**src/rtl/mem_port_arbiter_pkg.sv**
```systemverilog
// Shared constants for the memory-port arbiter: FSM state encodings and owner IDs.
package mem_port_arbiter_pkg;
  localparam logic [0:0] ST_IDLE = 1'b0;
  localparam logic [0:0] ST_BUSY = 1'b1;

  localparam logic OWN_IF = 1'b0;
  localparam logic OWN_DM = 1'b1;

  // A transaction ends on memory ready or when the wait budget is exhausted.
  function automatic logic txn_ends(input logic ready, input logic [7:0] cnt,
                                    input logic [7:0] max_wait);
    return ready || (cnt == max_wait);
  endfunction
endpackage

```
**src/rtl/mem_arb_pick.sv**
```systemverilog
// Combinational winner selection between IF and DM requests.
// MEM_ARB_RR_EN selects round-robin on conflict; otherwise DM has fixed priority.
module mem_arb_pick
  import mem_port_arbiter_pkg::*;
(
  input  logic if_req,
  input  logic dm_req,
`ifdef MEM_ARB_RR_EN
  input  logic last_owner,
`endif
  output logic any_req,
  output logic winner
);

  assign any_req = if_req | dm_req;

  always_comb begin
    winner = OWN_IF;
    if (if_req && dm_req) begin
`ifdef MEM_ARB_RR_EN
      winner = ~last_owner;
`else
      winner = OWN_DM;
`endif
    end else if (dm_req) begin
      winner = OWN_DM;
    end
  end

endmodule

```
**src/rtl/mem_port_arbiter.sv**
```systemverilog
// Shares one memory port between instruction fetch and data access with a wait timeout.
// Build option MEM_ARB_RR_EN enables round-robin arbitration (default: DM beats IF).
module mem_port_arbiter
  import mem_port_arbiter_pkg::*;
#(
  parameter int unsigned AW       = 32,
  parameter int unsigned DW       = 32,
  parameter int unsigned MAX_WAIT = 15
) (
  input  logic          clk,
  input  logic          rst_n,
  input  logic          if_req,
  input  logic [AW-1:0] if_addr,
  input  logic          dm_req,
  input  logic          dm_we,
  input  logic [AW-1:0] dm_addr,
  input  logic [DW-1:0] dm_wdata,
  input  logic          mem_ready,
  input  logic [DW-1:0] mem_rdata,
  output logic          mem_req,
  output logic          mem_we,
  output logic [AW-1:0] mem_addr,
  output logic [DW-1:0] mem_wdata,
  output logic          sel,
  output logic          if_done,
  output logic          dm_done,
  output logic [DW-1:0] rdata,
  output logic          err
);

  localparam logic [7:0] MAX_W = MAX_WAIT[7:0];

  logic [0:0]    state_q, state_d;
  logic [7:0]    wait_cnt_q, wait_cnt_d;
  logic          mem_req_q, mem_req_d;
  logic          mem_we_q, mem_we_d;
  logic [AW-1:0] addr_q, addr_d;
  logic [DW-1:0] wdata_q, wdata_d;
  logic          sel_q, sel_d;

  logic any_req;
  logic winner;
  logic busy;
  logic fin;

`ifdef MEM_ARB_RR_EN
  logic last_owner_q, last_owner_d;
`endif

  mem_arb_pick u_pick (
    .if_req     (if_req),
    .dm_req     (dm_req),
`ifdef MEM_ARB_RR_EN
    .last_owner (last_owner_q),
`endif
    .any_req    (any_req),
    .winner     (winner)
  );

  assign busy = (state_q == ST_BUSY);
  assign fin  = busy && txn_ends(mem_ready, wait_cnt_q, MAX_W);

  always_comb begin
    state_d    = state_q;
    wait_cnt_d = wait_cnt_q;
    mem_req_d  = mem_req_q;
    mem_we_d   = mem_we_q;
    addr_d     = addr_q;
    wdata_d    = wdata_q;
    sel_d      = sel_q;
`ifdef MEM_ARB_RR_EN
    last_owner_d = last_owner_q;
`endif
    if (!busy) begin
      if (any_req) begin
        state_d    = ST_BUSY;
        wait_cnt_d = '0;
        mem_req_d  = 1'b1;
        sel_d      = winner;
        mem_we_d   = (winner == OWN_DM) && dm_we;
        addr_d     = (winner == OWN_DM) ? dm_addr : if_addr;
        wdata_d    = (winner == OWN_DM) ? dm_wdata : '0;
`ifdef MEM_ARB_RR_EN
        last_owner_d = winner;
`endif
      end
    end else if (fin) begin
      // Address and owner stay latched; only the strobes drop on completion.
      state_d   = ST_IDLE;
      mem_req_d = 1'b0;
      mem_we_d  = 1'b0;
    end else begin
      wait_cnt_d = wait_cnt_q + 8'd1;
    end
  end

  always_ff @(posedge clk or negedge rst_n) begin
    if (!rst_n) begin
      state_q    <= ST_IDLE;
      wait_cnt_q <= '0;
      mem_req_q  <= 1'b0;
      mem_we_q   <= 1'b0;
      addr_q     <= '0;
      wdata_q    <= '0;
      sel_q      <= OWN_IF;
`ifdef MEM_ARB_RR_EN
      last_owner_q <= OWN_DM;
`endif
    end else begin
      state_q    <= state_d;
      wait_cnt_q <= wait_cnt_d;
      mem_req_q  <= mem_req_d;
      mem_we_q   <= mem_we_d;
      addr_q     <= addr_d;
      wdata_q    <= wdata_d;
      sel_q      <= sel_d;
`ifdef MEM_ARB_RR_EN
      last_owner_q <= last_owner_d;
`endif
    end
  end

  assign mem_req   = mem_req_q;
  assign mem_we    = mem_we_q;
  assign mem_addr  = addr_q;
  assign mem_wdata = wdata_q;
  assign sel       = sel_q;
  assign if_done   = fin && (sel_q == OWN_IF);
  assign dm_done   = fin && (sel_q == OWN_DM);
  assign err       = fin && !mem_ready;
  assign rdata     = mem_rdata;

endmodule
```
**config.mk**
```make
export PLATFORM = sky130hd
export DESIGN_NAME = mem_port_arbiter
export DESIGN_NICKNAME = d
export VERILOG_FILES = /design/src/rtl/mem_port_arbiter_pkg.sv /design/src/rtl/mem_arb_pick.sv /design/src/rtl/mem_port_arbiter.sv
export SDC_FILE = /design/constraint.sdc
export NUM_CORES = 1
export LEC_CHECK = 0
export ABC_AREA = 1
export CAP_MARGIN = 10
export CORE_ASPECT_RATIO = 0.9
export CORE_UTILIZATION = 37
export CTS_BUF_LIST = sky130_fd_sc_hd__clkbuf_8
export CTS_CLUSTER_DIAMETER = 100
export DETAILED_ROUTE_END_ITERATION = 12
export HOLD_SLACK_MARGIN = 0.03
export PLACE_DENSITY = 0.82
export REMOVE_ABC_BUFFERS = 1
export SLEW_MARGIN = 10
export SYNTH_ARGS = -nofsm -noshare
export SYNTH_HDL_FRONTEND = slang
export SYNTH_SLANG_ARGS = --single-unit
export TNS_END_PERCENT = 50
```
**constraint.sdc**
```tcl
create_clock -name clk -period 1.7 [get_ports clk]
set_input_delay 0.51 -clock clk [delete_from_list [all_inputs] [get_ports clk]]
set_output_delay 0.51 -clock clk [all_outputs]
set_load 0.005 [all_outputs]
```
* Word-level counts from Yosys, hierarchy flattened
Index checks and enable logic that the tools add are counted.
** Word-level totals
- Flip-flop bits (word level) :: 76
- Output and inout bits :: 102
** Operators by class
- Add/subtract/negate cells :: 1
- Equal/unequal tests :: 3
- Multiplexer cells :: 15
- Bitwise gates (word level) :: 3
- Reductions and logical operators :: 12
** Operators by type and width (number)
- two-way mux 32 bit :: 2
- two-way mux 8 bit :: 3
- two-way mux 1 bit :: 10
- adder 8 x 1 -> 8 bit, second input constant :: 1
- equality test 8 x 4 -> 1 bit, second input constant :: 1
- logical AND 1 bit :: 6
- AND reduction 2 bit :: 3
- inequality test 2 x 1 -> 1 bit, second input constant :: 1
- inequality test 2 bit, second input constant :: 1
- inverter 1 bit :: 2
- nonzero test 2 bit :: 1
- logical NOT 1 bit :: 1
- logical OR 1 bit :: 1
- OR 1 bit :: 1

* Longest topological paths before layout
Gate-level depths: netlist of the first run.
- Depth in word-level cells :: 5
- Gate-level depth with buffers :: 7

* By module
A second synthesis of the first run with hierarchy kept.
** Second synthesis, totals
- Cells, all modules :: 376
- Area, all modules :: 3606.0 µm²
** By module, submodules not included
- mem_port_arbiter :: times used 1, cells each 372, area each 3590.9 µm², sequential area each 1901.8 µm²
- mem_arb_pick :: times used 1, cells each 4, area each 15.0 µm², sequential area each 0.0 µm²

* Worst setup path after synthesis of the first run
No wires, ideal clock.
- Kind :: flip-flop to output port
- Start :: reg wait_cnt_q[0]
- End :: out dm_done
- Arrival time :: 1.121 ns
- Required time :: 1.190 ns
- Slack :: 0.069 ns
- Stages on the path, launching flop included :: 6
- Path buffers :: 0
- Path through :: dfrtp_1 ha_1 nand3_1 o21bai_2 nand2_1 nor2_1
** On the way
- Cells in the longest elaborated chain, start to end :: 4
** RTL lines
- from (decl) :: RTL line mem_port_arbiter.sv:34 : logic [7:0] wait_cnt_q, wait_cnt_d;
- from (signal assigned) :: RTL line mem_port_arbiter.sv:111 : wait_cnt_q <= wait_cnt_d;
- equality test 8 x 4 -> 1 bit :: RTL line mem_port_arbiter_pkg.sv:12 : return ready || (cnt == max_wait);
- logical OR 1 bit :: RTL line mem_port_arbiter_pkg.sv:12
- logical AND 1 bit :: RTL line mem_port_arbiter.sv:61 : assign fin = busy && txn_ends(mem_ready, wait_cnt_q, MAX_W);
- logical AND 1 bit :: RTL line mem_port_arbiter.sv:129 : assign dm_done = fin && (sel_q == OWN_DM);
- to (decl) :: RTL line mem_port_arbiter.sv:26 : output logic dm_done,
Every way passes these cells.

* Worst setup path in the final report of the first run
Ends and elaborated chain as after synthesis.

==> results.py, run 1 <==
metrics = {
    "clock_tree": {
        "cts_tree": "built",
        "clk_pin_slew_ns": 0.08,
        "htree_levels": 3,
        "clock-sinks": 76,
        "cts_root_buf": "clkbuf_8",
        "clock_latency_ns": 0.35,
        "cts_buffers": 9,
        "cts.path.max_buffers": 2,
    },
    "final_layout": {
        "final_cell_area_um2": 5570,
        "final_nets": 692,
        "final_common_cell": "clkdlybuf4s50_1",
        "diodes": 0,
        "areaGrowthSynthToFinish_pct": 55.2,
        "final_cell_mix": "clkdlybuf4s50_1 (98), nand2_1 (92), dfrtp_1 (76)",
        "drive_gt1_share_pct": 11.9,
    },
    "setup_path": {
        "r2r_slack_ns": 0.07,
        "critPathRequiredTime_ns": 1.19,
        "path_delay_family": "flip-flops",
        "path_cells": "ha_4 -> nand3_4 -> o21bai_4 -> buf_6 -> nand2_4 -> nor2_1 -> buf_2",
        "timing.rr.start": "wait_cnt_q[1]",
        "path_class": "register to output pin",
        "setup.worst_path.start_class": "register",
        "crit_buf_inv": 2,
        "slowest_delay_ns": 0.40,
        "cpMaxStageDelayCell": "dfrtp_1",
        "crit_path_start": "wait_cnt_q[0]",
        "crit_arrival_ns": 1.52,
        "crit_path_end_kind": "output pin",
        "path_max_fanout": 3,
    },
    "global_routing": {
        "overflow": 0,
        "grt_max_degree": 64,
        "grt_pass1_wl_mm": 16.0,
        "grt_pass1_vias": 3166,
        "antenna_found_initial": 0,
        "grt_util_all_layers_pct": 21.1,
    },
    "synthesis": {
        "syn_area_um2": 3590,
        "netlist_instances": 394,
        "synthDistinctLibCells": 24,
        "synth_top_area_share_pct": 53.0,
        "synth.largest_area_cell": "dfrtp_1",
        "synth.avg_cell_area_um2": 9.11,
        "ys_seq_area_share_pct": 53.0,
        "netlist_top_cells_area": "dfrtp_1 (53%), nand2_1 (9.8%), o21ai_0 (7.9%), a22o_1 (7.8%), buf_4 (7.3%)",
        "ys_ff_latch": 76,
        "yosys_warnings": 0,
    },
    "run": {
        "drv_cap": 0,
    },
    "sta": {
        "hold_viol_final": 0,
        "finalWorstSetupSlack_ns": -0.326,
        "worst_pin_slew_ns": 0.353,
        "rsz0062_at_grt": "yes",
        "setup_viol": 3,
        "setup_tns_ns": -0.959,
        "slew_violations": 0,
        "finClkSkew_ns": 0.00690,
        "slew_headroom_pct": 76.5,
        "fmax_mhz": 493,
        "period_minus_slack_ns": 2.03,
        "min_period_over_period_pct": 119,
    },
    "die": {
        "rows": 33,
        "dieArea_um2": 10100,
        "die_h_um": 95.5,
        "initial_core_util_pct": 38.8,
        "coreArea_um2": 9250,
        "die_w_um": 106,
        "ios": 236,
    },
    "route": {
        "via_count": 3315,
        "first_iter_violations": 123,
        "ant_nets": 0,
        "post-route-drc-count": 0,
        "wl_mm": 10.6,
        "wl_per_cell_um": 15.6,
        "viasPerCell": 4.85,
        "drt_pass1_iterations": 4,
    },
    "hold_path": {
        "min-delay-start": "mem_addr[18]",
        "hp-class": "register to register",
    },
    "placed_design": {
        "routabilityCongestion": 0.803,
        "port_buffers": 171,
        "hpwl_mm": 7.84,
        "placed_cell_area_um2": 5300,
    },
    "pwr": {
        "power_density_nw_per_um2": 1120,
        "p_leak_uw": 0.00286,
        "ir_drop_mv": 0.462,
    },
    "run_status": {
        "violations": "negative setup slack",
        "status": "finished, violations left",
    },
}
worst min-delay path: cells and delay by family (launching register included):
family	cells	cell delay, ns
DFF	1	0.35
AOI/OAI and AO/OA	1	0.06
and+or+nand+nor	1	0.05
registers in the layout (all words and copies together) (netlist names):
name / count
mem_we: 1
wait_cnt_q: 8
mem_addr: 32
busy: 1
mem_wdata: 32
mem_req: 1
sel: 1
timing repair:
item                       CTS  global route
setup endpoints to repair   70             3
hold endpoints to repair     1             0
setup buffers                8             3
hold buffers                 1             0
pin swaps                    4             5
resized for setup           89             6
metal layers:
metal / wire (µm) / share of wire (%) / track usage [%] / up-vias
li1: - / - / - / 1580
met1: 4320 / 41 / 24.3 / 1549
met2: 4920 / 46 / 33.9 / 174
met3: 1250 / 12 / 11.1 / 10
met4: 108 / 1.0 / 6.25 / 2
met5: 44 / 0.41 / 3.57 / -
Yosys cell counts (all sizes together):
library cell,count
nand2,94
dfrtp,76
o21ai,66
buf,47
inv,42
a22o,32
nand3,14
nor2,8
clkbuf,6
xor2,3
a21oi,1
ha,1
nand3b,1
nor3,1
o21bai,1
xnor2,1
kinds of logic (layout without fill, tap and decap cells):
kind of cell               count (synthesis)  after routing  synth area share, %
and+or+nand+nor                          118            118                 13.2
adders and majority gates                  1              1                0.348
xor gates and xnor gates                   4              4                0.976
buffers and inverters                     95            263                 14.8
DFF                                       76             76                 53.0
AOI/OAI and AO/OA                        100            100                 17.8
final timing paths:
path	end	depth (start not counted)
setup / recovery	dm_done	7
hold / removal	mem_addr[18]	2
setup reg to reg	wait_cnt_q[3]	11
hold reg to reg	mem_addr[18]	2
max in group asynchronous	mem_addr[16]	3
min in group asynchronous	mem_we	2
layout make-up:
cell class	instances	area (µm²)
clock inverter	7	81.3
sequential	76	1900
tap	122	153
timing repair buffer	205	1940
fill	804	3680
inverter	42	158
clock buffer	9	124
multi-input combinational	223	1220
report_power, final:
| part | total [µW] | internal, µW | switching, µW | leakage, µW |
|---|---|---|---|---|
| combinational | 2150 | 1220 | 929 | 0.00180 |
| sequential | 2660 | 2360 | 304 | 0.000953 |
| clock | 1430 | 701 | 727 | 0.000101 |
| total | 6240 | 4280 | 1960 | 0.00286 |
through the flow:
step | std cells | hold WS, ns | worst slack, ns | power [µW] | util (%)
detailed placement | 656 | 0.309 | -0.684 | 5160 | 57.3
finish | 684 | 0.485 | -0.326 | 6240 | 60.2
global placement | 656 | 0.306 | -0.610 | 5090 | 57.3
floorplan | 341 | 0.214 | -0.451 | 3410 | -
global route | 684 | 0.511 | -0.410 | 6680 | 60.2
CTS | 681 | 0.488 | -0.330 | 6290 | 59.7
(Power assumes the default switching activity.)
==> inputs of run 2 (changes only) <==
Settings changed: CORE_MARGIN set to 2.
==> run 2 against run 1 <==
  * The run still ends with negative setup slack left
  * Cell count rose by 1.6%
  * Sequential cell count is the same
  * Via count up 0.69%
  * Fmax grew 1.7%
  * Combinational power rose by 2%
  * Largest cell class unchanged
  * Largest power group unchanged
==> results.py, run 2 (synthesis results as in run 1) <==
metrics = {
    "run_status": {
        "status": "finished, violations left",
        "violations": "negative setup slack",
    },
    "sta": {
        "slew_violations": 0,
        "finClkSkew_ns": 0.0179,
        "period_minus_slack_ns": 1.99,
        "fmax_mhz": 502,
        "min_period_over_period_pct": 117,
        "worst_pin_slew_ns": 0.394,
        "slew_headroom_pct": 73.7,
        "finalWorstSetupSlack_ns": -0.293,
        "rsz0062_at_grt": "yes",
        "hold_viol_final": 0,
        "setup_viol": 3,
        "setup_tns_ns": -0.750,
    },
    "pwr": {
        "p_int_uw": 4170,
        "sw_frac_of_total_pct": 31.1,
        "seq_power_share_pct": 44.1,
        "share_comb_of_total_power_pct": 36.4,
        "ir_drop_mv": 0.517,
        "power_density_nw_per_um2": 1070,
        "p_leak_uw": 0.00292,
        "switchingPower_uw": 1880,
        "clkPwrFrac_pct": 19.5,
    },
    "route": {
        "via_count": 3338,
        "ant_nets": 0,
        "post-route-drc-count": 0,
        "viasPerCell": 4.80,
        "drt_pass1_iterations": 6,
        "wl_mm": 11.1,
        "first_iter_violations": 175,
        "wl_per_cell_um": 16.0,
    },
    "final_layout": {
        "final_common_cell": "clkdlybuf4s50_1",
        "final_nets": 699,
        "diodes": 0,
        "drive_gt1_share_pct": 14.4,
        "n_fill_cell": 838,
        "final_cell_mix": "clkdlybuf4s50_1 (98), nand2_1 (92), dfrtp_1 (76)",
        "areaGrowthSynthToFinish_pct": 57.5,
        "fin_cells": 695,
    },
    "global_routing": {
        "grt_pass1_vias": 3478,
        "grt_pass1_wl_mm": 17.5,
        "overflow": 0,
        "grt_max_degree": 77,
        "grt_util_all_layers_pct": 21.8,
        "antenna_found_initial": 0,
    },
    "setup_path": {
        "path_cells": "nor2_2 -> nand2_2 -> o21bai_4 -> buf_6 -> nand3_4 -> inv_2 -> buf_6",
        "cpMaxStageDelayCell": "dfrtp_1",
        "worst-path-stages": 7,
        "path_max_fanout": 2,
        "path_class": "register to output pin",
        "setup.worst_path.start_class": "register",
        "path_delay_family": "flip-flops",
        "worst-r2r-cell-count": 10,
        "slowest_delay_ns": 0.39,
        "crit_path_end_kind": "output pin",
        "r2r_slack_ns": 0.12,
        "crit_buf_inv": 3,
        "critical_path.most_common_cell": "buf_6",
        "crit_arrival_ns": 1.48,
        "critPathRequiredTime_ns": 1.19,
    },
    "clock_tree": {
        "clock-sinks": 76,
        "cts_root_buf": "clkbuf_8",
        "cts_tree": "built",
        "clk_pin_slew_ns": 0.09,
        "cts.path.max_buffers": 2,
        "clock_latency_ns": 0.33,
        "cts_buffers": 9,
        "htree_levels": 3,
    },
    "die": {
        "rows": 34,
        "dieArea_um2": 10500,
        "initial_core_util_pct": 37.5,
        "die_w_um": 108,
        "die_h_um": 97.5,
        "ios": 236,
        "coreArea_um2": 9570,
    },
    "placed_design": {
        "routabilityCongestion": 0.758,
        "hpwl_mm": 7.97,
        "placed_cells": 659,
        "dp_slack_ns": -0.675,
        "port_buffers": 171,
    },
    "run": {
        "drv_cap": 0,
    },
    "hold_path": {
        "hp-class": "input pin to async pin",
    },
}
-- run 2: path summary, 6_finish.rpt --
check                           endpoint           from
setup reg to reg           wait_cnt_q[6]  wait_cnt_q[1]
hold reg to reg             mem_addr[25]   mem_addr[25]
setup / recovery                     err  wait_cnt_q[7]
max in group asynchronous   mem_addr[12]          rst_n
hold / removal             wait_cnt_q[5]          rst_n
min in group clk            mem_addr[25]   mem_addr[25]
-- run 2: area by class of cell --
type | instances | area (µm²) | share of cell area [%]
Timing Repair Buffer | 211 | 2000 | 35.3
Tap cell | 126 | 158 | 2.79
Multi-Input combinational cell | 224 | 1270 | 22.4
Clock buffer | 10 | 138 | 2.43
Sequential cell | 76 | 1900 | 33.6
Clock inverter | 6 | 31.3 | 0.553
Inverter | 42 | 160 | 2.83
-- run 2: power by group through the flow --
stage	registers [µW]	logic [µW]	clock network, µW
after floorplan	2740	676	0
after global placement	2680	2400	0
after detailed placement	2690	2460	0
after CTS	2670	2230	1230
after global routing	2750	2430	1310
final	2670	2200	1180
-- run 2: through the flow --
step / utilization, % / total power (µW) / cell area (µm²) / hold slack (ns)
final: 59.1 / 6040 / 5660 / 0.178
after global routing: 59.1 / 6490 / 5660 / 0.196
after CTS: 59.1 / 6130 / 5660 / 0.191
after detailed placement: 55.2 / 5160 / 5290 / 0.474
after global placement: 55.2 / 5080 / 5290 / 0.458
after floorplan: - / 3410 / 3220 / 0.214
-- run 2: layer usage --
layer / global-route usage [%] / part of all wire (%) / vias up / wire length (µm)
li1: - / - / 1589 / -
met1: 24.5 / 39 / 1556 / 4310
met2: 33.4 / 45 / 175 / 5050
met3: 13.9 / 14 / 16 / 1560
met4: 6.90 / 1.5 / 2 / 172
met5: 4.59 / 0.42 / - / 47
-- run 2: timing repair --
item                       4_1_cts  5_1_grt
hold endpoints to repair         0        0
gates resized for setup        105        7
buffers inserted                21        3
pin swaps                       11        7
setup endpoints to repair       65       17
hold buffers                     0        0
cloned                           1        0
-- run 2: worst reg2reg max path: cells and delay by family (launching register included) --
kind | cells | cell delay [ns]
compound gates | 1 | 0.07
fa+ha+maj | 1 | 0.19
simple gates | 4 | 0.32
buf+inv | 4 | 0.53
flops | 1 | 0.42
==> inputs of run 3 (changes only) <==
Settings changed: SKIP_CTS_REPAIR_TIMING set to 1.
==> run 3 against run 2 <==
  * The run still ends with negative setup slack left
  * Sequential power hardly changed
  * Non-clock buffer count is 6 lower
  * Clock-buffer cell count stayed put
  * Worst setup slack worse by 0.017 ns
  * Final area is 1.6% higher
==> results.py, run 3 (synthesis results as in run 1) <==
metrics = {
    "global_routing": {
        "grt_use_met3_pct": 13.7,
        "top_usage_layer": "met2",
        "grt_pass1_wl_mm": 16.4,
        "use_met2_pct": 29.9,
        "grt_max_degree": 77,
        "grt_pass1_vias": 3267,
        "grt_util_met1_pct": 23.7,
        "antenna_found_initial": 0,
        "grt_util_all_layers_pct": 20.3,
        "overflow": 0,
    },
    "setup_path": {
        "path_delay_family": "flip-flops",
        "cpMaxStageDelayCell": "dfrtp_1",
        "crit_path_end_kind": "output pin",
        "path_cells": "nor2_2 -> nand2_2 -> o21bai_4 -> buf_6 -> nand2_4 -> nor2_1 -> buf_2",
        "crit_arrival_ns": 1.50,
        "crit_buf_inv": 2,
        "slowest_delay_ns": 0.39,
        "setup.worst_path.start_class": "register",
        "critPathRequiredTime_ns": 1.19,
        "path_class": "register to output pin",
        "path_max_fanout": 3,
    },
    "sta": {
        "hold_viol_final": 0,
        "finalWorstSetupSlack_ns": -0.310,
        "fmax_mhz": 498,
        "slew_violations": 0,
        "setup_viol": 3,
        "min_period_over_period_pct": 118,
        "finClkSkew_ns": 0.0143,
        "period_minus_slack_ns": 2.01,
        "slew_headroom_pct": 73.6,
        "rsz0062_at_grt": "yes",
        "whs_ns": 0.184,
        "worst_pin_slew_ns": 0.396,
    },
    "final_layout": {
        "fin_util_pct": 60.1,
        "fin_cells": 688,
        "final_nets": 692,
        "final_cell_area_um2": 5750,
        "final_common_cell": "clkdlybuf4s50_1",
        "final_cell_mix": "clkdlybuf4s50_1 (98), nand2_1 (92), dfrtp_1 (76)",
        "diodes": 0,
        "drive_gt1_share_pct": 12.1,
        "areaGrowthSynthToFinish_pct": 60.1,
    },
    "run": {
        "drv_cap": 0,
    },
    "pwr": {
        "ir_drop_mv": 0.546,
        "p_leak_uw": 0.00349,
        "power_density_nw_per_um2": 1080,
    },
    "route": {
        "wl_per_cell_um": 16.0,
        "drt_pass1_iterations": 4,
        "via_count": 3312,
        "viasPerCell": 4.81,
        "post-route-drc-count": 0,
        "first_iter_violations": 171,
        "wl_mm": 11.0,
        "ant_nets": 0,
    },
    "clock_tree": {
        "cts.path.max_buffers": 2,
        "cts_root_buf": "clkbuf_8",
        "clock_latency_ns": 0.33,
        "cts_tree": "built",
        "clk_pin_slew_ns": 0.08,
        "clock-sinks": 76,
        "htree_levels": 3,
        "cts_buffers": 9,
    },
    "die": {
        "rows": 34,
        "coreArea_um2": 9570,
        "ios": 236,
        "initial_core_util_pct": 37.5,
        "die_h_um": 97.5,
        "die_w_um": 108,
        "dieArea_um2": 10500,
    },
    "placed_design": {
        "hpwl_mm": 7.97,
        "port_buffers": 171,
        "placed_cells": 659,
        "placed_cell_area_um2": 5290,
        "dp_slack_ns": -0.675,
        "routabilityCongestion": 0.758,
    },
    "hold_path": {
        "hp-class": "input pin to async pin",
    },
    "run_status": {
        "status": "finished, violations left",
        "violations": "negative setup slack",
    },
}
[run 3: changes by cell type in the layout (fill, tap and decap cells not counted), moves of 2 or more]
cell and change:
buf_4 -2, dlygate4sd2_1 -63, dlymetal6s2s_1 +63, nand3_1 +6, buf_6 -5, nand3_4 -4, nand3_2 -3
[run 3: path summary, 6_finish.rpt]
path                       cells after the start          start  slack, ns            end
max                                            7  wait_cnt_q[4]      -0.31        dm_done
min                                            2          rst_n       0.18  wait_cnt_q[5]
max reg2reg                                    9  wait_cnt_q[4]       0.27  wait_cnt_q[4]
min reg2reg                                    2   mem_addr[25]       0.48   mem_addr[25]
max in group asynchronous                      2          rst_n       1.19   mem_addr[26]
min in group clk                               2   mem_addr[25]       0.48   mem_addr[25]
[run 3: cell type report]
type,instances,area [µm²]
clock buffer,10,138
sequential,76,1900
clock inverter,6,31.3
multi-input combinational,223,1190
fill,802,3820
tap,126,158
inverter,42,158
timing repair buffer,205,2170
[run 3: power by group]
part / total (µW) / internal [µW] / switching, µW
Sequential: 2650 / 2360 / 294
Clock: 1170 / 555 / 617
Combinational: 2380 / 1450 / 936
[run 3: per-layer routing]
metal / wire [µm] / share of wire, %
met1: 4240 / 39
met2: 4910 / 45
met3: 1600 / 15
met4: 194 / 1.8
met5: 47 / 0.43
[run 3: worst reg2reg max path: cells and delay by family, from the launching register on]
kind,cells,cell delay (ns)
buffers and inverters,3,0.37
DFF,1,0.39
and+or+nand+nor,5,0.40
AOI/OAI and AO/OA,1,0.16
[run 3: metrics by stage]
stage / power (µW) / TNS (ns)
after floorplan: 3410 / -29.58
after global placement: 5080 / -2.00
after detailed placement: 5160 / -2.65
after CTS: 6380 / -3.97
after global routing: 6650 / -1.20
final: 6210 / -0.911
